--- config.mk ---
export PLATFORM = sky130hd
export DESIGN_NAME = cp0_reg
export DESIGN_NICKNAME = d
export VERILOG_FILES = /design/src/rtl/cp0_reg.sv
export SDC_FILE = /design/constraint.sdc
export NUM_CORES = 1
export LEC_CHECK = 0
export ABC_AREA = 1
export BUFFER_PORTS_ARGS = -buffer_cell sky130_fd_sc_hd__buf_2
export CORE_AREA = 2 2 148 150
export CTS_CLUSTER_SIZE = 25
export DETAILED_ROUTE_END_ITERATION = 8
export DIE_AREA = 0 0 150 152
export GPL_ROUTABILITY_DRIVEN = 0
export PLACE_DENSITY = 0.77
export SYNTH_ARGS = -nofsm -noshare
export SYNTH_HDL_FRONTEND = slang
export SYNTH_SLANG_ARGS = --single-unit
--- constraint.sdc ---
create_clock -name clk -period 1.6 [get_ports clk]
set_input_delay 0.32 -clock clk [delete_from_list [all_inputs] [get_ports clk]]
set_output_delay 0.32 -clock clk [all_outputs]
set_load 0.01 [all_outputs]
--- src/rtl/cp0_reg.sv ---
// cp0_reg: coprocessor-0 register file, written at writeback.
//   clk, rst              clock; synchronous active-high reset
//   we_i/waddr_i/data_i   CP0 write port (from the MEM/WB latch)
//   raddr_i / data_o      combinational read port for mfc0 in EX
//   int_i                 external interrupt lines, sampled into Cause.IP[7:2]
//   excepttype_i, current_inst_addr_i, is_in_delayslot_i
//                         exception record from the MEM-stage exception unit
//   count_o .. prid_o     architectural register values
//   timer_int_o           sticky Count==Compare interrupt, cleared by a Compare write
module cp0_reg #(
    parameter logic [31:0] PRID_VALUE   = 32'h004C0102,
    parameter logic [31:0] CONFIG_VALUE = 32'h00008000,
    parameter logic [31:0] STATUS_RST   = 32'h10000000
) (
    input  logic        clk,
    input  logic        rst,
    input  logic        we_i,
    input  logic [4:0]  waddr_i,
    input  logic [31:0] data_i,
    input  logic [4:0]  raddr_i,
    input  logic [5:0]  int_i,
    input  logic [31:0] excepttype_i,
    input  logic [31:0] current_inst_addr_i,
    input  logic        is_in_delayslot_i,
    output logic [31:0] data_o,
    output logic [31:0] count_o,
    output logic [31:0] compare_o,
    output logic [31:0] status_o,
    output logic [31:0] cause_o,
    output logic [31:0] epc_o,
    output logic [31:0] config_o,
    output logic [31:0] prid_o,
    output logic        timer_int_o
);

    typedef enum logic [4:0] {
        REG_COUNT   = 5'd9,
        REG_COMPARE = 5'd11,
        REG_STATUS  = 5'd12,
        REG_CAUSE   = 5'd13,
        REG_EPC     = 5'd14,
        REG_PRID    = 5'd15,
        REG_CONFIG  = 5'd16
    } cp0_addr_e;

    // Software-writable Cause bits: IV, WP, IP1, IP0
    localparam logic [31:0] CAUSE_WMASK = 32'h00C00300;

    logic [31:0] count_q,   count_d;
    logic [31:0] compare_q, compare_d;
    logic [31:0] status_q,  status_d;
    logic [31:0] cause_q,   cause_d;
    logic [31:0] epc_q,     epc_d;
    logic        timer_q,   timer_d;

    logic        exc_handled;
    logic [4:0]  exc_code;

    always_comb begin
        exc_handled = 1'b1;
        exc_code    = 5'd0;
        case (excepttype_i)
            32'h0000_0001: exc_code = 5'd0;
            32'h0000_0008: exc_code = 5'd8;
            32'h0000_000a: exc_code = 5'd10;
            32'h0000_000c: exc_code = 5'd12;
            32'h0000_000d: exc_code = 5'd13;
            default:       exc_handled = 1'b0;
        endcase
    end

    // Layered next-state: auto-update, then software write, then exception.
    // Later layers override only the fields they touch.
    always_comb begin
        count_d   = count_q + 32'd1;
        compare_d = compare_q;
        status_d  = status_q;
        cause_d   = cause_q;
        epc_d     = epc_q;
        timer_d   = timer_q;

        cause_d[15:10] = int_i;
        if (compare_q != '0 && count_q == compare_q) begin
            timer_d = 1'b1;
        end

        if (we_i) begin
            case (waddr_i)
                REG_COUNT:   count_d = data_i;
                REG_COMPARE: begin
                    compare_d = data_i;
                    timer_d   = 1'b0;
                end
                REG_STATUS:  status_d = data_i;
                REG_CAUSE:   cause_d = (cause_d & ~CAUSE_WMASK) | (data_i & CAUSE_WMASK);
                REG_EPC:     epc_d = data_i;
                default: ;
            endcase
        end

        if (exc_handled) begin
            // Nested exception (EXL already set) keeps the original return address.
            if (!status_q[1]) begin
                epc_d       = is_in_delayslot_i ? current_inst_addr_i - 32'd4
                                                : current_inst_addr_i;
                cause_d[31] = is_in_delayslot_i;
            end
            status_d[1]   = 1'b1;
            cause_d[6:2]  = exc_code;
        end else if (excepttype_i == 32'h0000_000e) begin
            status_d[1] = 1'b0;
        end
    end

    always_ff @(posedge clk) begin
        if (rst) begin
            count_q   <= '0;
            compare_q <= '0;
            status_q  <= STATUS_RST;
            cause_q   <= '0;
            epc_q     <= '0;
            timer_q   <= 1'b0;
        end else begin
            count_q   <= count_d;
            compare_q <= compare_d;
            status_q  <= status_d;
            cause_q   <= cause_d;
            epc_q     <= epc_d;
            timer_q   <= timer_d;
        end
    end

    always_comb begin
        data_o = '0;
        case (raddr_i)
            REG_COUNT:   data_o = count_q;
            REG_COMPARE: data_o = compare_q;
            REG_STATUS:  data_o = status_q;
            REG_CAUSE:   data_o = cause_q;
            REG_EPC:     data_o = epc_q;
            REG_PRID:    data_o = PRID_VALUE;
            REG_CONFIG:  data_o = CONFIG_VALUE;
            default:     data_o = '0;
        endcase
    end

    assign count_o     = count_q;
    assign compare_o   = compare_q;
    assign status_o    = status_q;
    assign cause_o     = cause_q;
    assign epc_o       = epc_q;
    assign config_o    = CONFIG_VALUE;
    assign prid_o      = PRID_VALUE;
    assign timer_int_o = timer_q;

endmodule

==> key figures <==
STA
  • Hold WS: 0.0849 ns
  • RSZ-0062 raised after global routing: yes
  • Final setup margin: -0.272 ns
  • Slew Viols, Final: 0
  • Final cycle utilization of the critical path: 117%
  • Final min period: 1.87 ns
  • Final setup viols: 40
  • Worst Skew: 0.00845 ns
  • Fmax: 0.534 GHz
  • Final Hold Viols: 0

Cells and area
  • Layout net count: 1,987
  • Post-Layout Cell Count: 2,164
  • Synth-to-Final Area Change: 43.5%
  • Layout cells sized above 1: 33.6%

Routing
  • DRT iter0 DRCs: 1,131
  • First drt pass iteration count: 7
  • DRC viols: 0
  • Remaining antenna violation count: 0
  • WL per Instance: 17.7 um
  • Drt total wl: 38,400 um
  • Via count: 11,539
  • Vias per cell: 5.33

Run status
  • Failing checks: setup timing
  • Status: finished with violations

Synth
  • YS warnings: 0
  • Cells after Synth: 1,460
  • Number of synthesized flops with an enable pin: 0
  • Avg Inst Size Synth: 6.45 um2
  • Top cell type by total area after synthesis: dfxtp_1
  • Post-Syn Area: 0.00941 mm2
  • Multiplexer share of the synthesized area: 0.558%
  • Yosys reg bits: 144
  • Synth top cells by count: nand2_1 (303), nor2_1 (180), inv_1 (169)
  • Post-synthesis adder-cell area fraction: 0.266%
  • Top post-synthesis cells by area: dfxtp_1 (31%), nand2_1 (12%), nor2_1 (7.2%), inv_1 (6.7%), buf_4 (6.5%)
  • Most frequent cell after synthesis: nand2_1
  • Xor/xnor share of the synthesized area: 5.40%
  • FFs w/ async S/R, synth: 0%
  • Synth top area share: 30.6%
  • Post-Synth Simple-Gate Area: 30.5%
  • Post-synthesis compound-gate area fraction: 16.4%
  • Top FF cell, synth: dfxtp_1
  • Main combinational cell family by area after synthesis: simple AND/OR/NAND/NOR gates
  • Library cells used by synthesis: 42
  • Seq/Total Area, Yosys: 30.6%

Worst setup path
  • CP startpoint kind: input port
  • Critical Path End Type: primary output
  • Maximum fanout along the worst path: 6
  • CP required: 1.28 ns
  • WS Path Type: in2out
  • Critical Path AT: 1.55 ns

GRT
  • Vias in the first global route: 10,517
  • GRT Util Overall: 31.5%
  • Largest net degree at the start of global routing: 54
  • First-pass GRT wire length: 56,500 um
  • Grt total ovfl: 0
  • Initial antenna violation count: 4

CTS
  • Clock latency on the worst-skew pair: 0.43 ns
  • Clock slew at reported path FFs: 0.06 ns
  • Clock sinks: 144
  • Root buffer cell: clkbuf_16
  • CTS Buffer Depth: 2
  • TritonCTS clock tree: built
  • H-Tree Level Count: 4
  • Clock buffer count from CTS: 17
  • Hold Buf Count CTS: 0

Place
  • Post-DP HPWL: 28,900 um
  • Port bufs: 291
  • Placed insts: 2,116

Floorplanning
  • Core ar.: 0.0214 mm2
  • Chip height: 152 um
  • Initial Util: 44.1%
  • Die width: 150 um
  • # rows: 54
  • Die ar.: 0.0228 mm2
  • # IOs: 373

Power and ir drop
  • PwrDens: 682 mW/mm2
  • Design Power: 9.22 mW
  • Total leakage power: 7.11 nW
  • VDD IR-drop max: 0.000702 V

Hold path
  • Hold Crit Class: in2reg

Flow run
  • Max cap viols: 0
==> sequential cells by signal, summed over array words and instances, names as in the netlist <==
signal,cells
epc_o,32
count_o,32
compare_o,32
timer_int_o,1
cause_o,15
status_o,32
==> final timing paths <==
check / depth (start not counted) / start / to / slack [ns]
worst max-delay path: 9 / raddr_i[4] / data_o[14] / -0.27
worst max register to register: 10 / count_o[1] / count_o[17] / -0.15
worst min register to register: 2 / timer_int_o / timer_int_o / 0.46
worst min-delay path: 3 / int_i[3] / cause_o[13] / 0.08
==> layer usage <==
layer,GRT usage (%),up-vias,wire [um]
li1,-,5408,-
met1,40.4,5198,14800
met2,50.1,769,17600
met3,8.50,158,4330
met4,12.6,6,1660
met5,0,-,34
==> logic make-up after synthesis <==
| logic type | after synthesis |
|---|---|
| compound gates | 274 |
| xor+xnor | 58 |
| fa+ha+maj | 2 |
| buf+inv | 315 |
| flops | 144 |
| mux | 5 |
| other cells | 2 |
| simple gates | 660 |
==> metrics by stage <==
step / TNS (ns) / util, % / instance area [um2] / worst slack (ns)
after floorplan: 0 / - / 9770 / 0.00648
after global placement: -18.46 / 56.4 / 12000 / -0.326
after detailed placement: -22.77 / 56.4 / 12000 / -0.349
after CTS: -6.43 / 60.6 / 12900 / -0.234
after global routing: -10.77 / 63.3 / 13500 / -0.338
final: -7.63 / 63.3 / 13500 / -0.272
==> placed cells by master (no fill, tap or decap), types with 5 or more instances in the layout <==
| cell | Yosys | layout |
|---|---|---|
| xor2_1 | 30 | 29 |
| buf_6 | 2 | 21 |
| inv_2 | 2 | 9 |
| buf_4 | 82 | 129 |
| inv_1 | 169 | 161 |
| nand3_2 | 4 | 17 |
| a22oi_1 | 29 | 16 |
| buf_12 | 0 | 16 |
| dfxtp_2 | 0 | 6 |
| o21bai_1 | 5 | 5 |
| nor2_2 | 8 | 12 |
| nor2_1 | 180 | 165 |
| conb_1 | 2 | 81 |
| nand4_1 | 22 | 22 |
| nand2_4 | 1 | 10 |
| o211ai_1 | 11 | 11 |
| or2_2 | 5 | 5 |
| o21ai_1 | 3 | 5 |
| nand3_1 | 78 | 61 |
| xnor2_1 | 28 | 27 |
| nor3_2 | 3 | 8 |
| o2111ai_2 | 0 | 7 |
| nor2_4 | 4 | 15 |
| nor4_1 | 8 | 8 |
| o2111ai_1 | 14 | 6 |
| nand2_1 | 303 | 280 |
| nand3_4 | 1 | 5 |
| nand2_2 | 4 | 18 |
| clkbuf_16 | 0 | 19 |
| o21ai_0 | 122 | 118 |
| dfxtp_1 | 144 | 134 |
| nor3_4 | 0 | 8 |
| nor3_1 | 24 | 11 |
| a21oi_1 | 88 | 86 |
| buf_2 | 11 | 282 |
| nand3b_1 | 14 | 14 |
| a22oi_2 | 0 | 13 |
==> report_power, final <==
| group | internal [mW] | total [mW] | switching, mW |
|---|---|---|---|
| registers | 3.64 | 3.71 | 0.0732 |
| clock network | 2.77 | 4.35 | 1.59 |
| logic | 0.442 | 1.15 | 0.709 |
| total | 6.85 | 9.22 | 2.37 |
==> cell type report <==
| type | count | area [um2] |
|---|---|---|
| Clock inverter | 10 | 156 |
| Clock buffer | 22 | 484 |
| Antenna cell | 2 | 5.00 |
| Multi-Input combinational cell | 1080 | 5900 |
| Inverter | 173 | 657 |
| Fill cell | 1874 | 7840 |
| Sequential cell | 144 | 2910 |
| Tap cell | 280 | 350 |
| Timing Repair Buffer | 453 | 3060 |
==> critical path, stage by stage <==
cell and delay, ns:
buf_8 0.10, nor2_4 0.17, nand2_4 0.09, nor3_4 0.18, buf_4 0.17, buf_16 0.12
a22oi_1 0.09, o2111ai_2 0.12, buf_2 0.18
==> timing repair <==
| item | CTS | global route |
|---|---|---|
| gates cloned | 2 | 2 |
| buffers inserted | 5 | 7 |
| setup endpoints to repair | 44 | 57 |
| gates resized for setup | 45 | 123 |
| pin swaps | 16 | 38 |
| hold endpoints to repair | 0 | 0 |
Power figures use the tool's default switching activity.
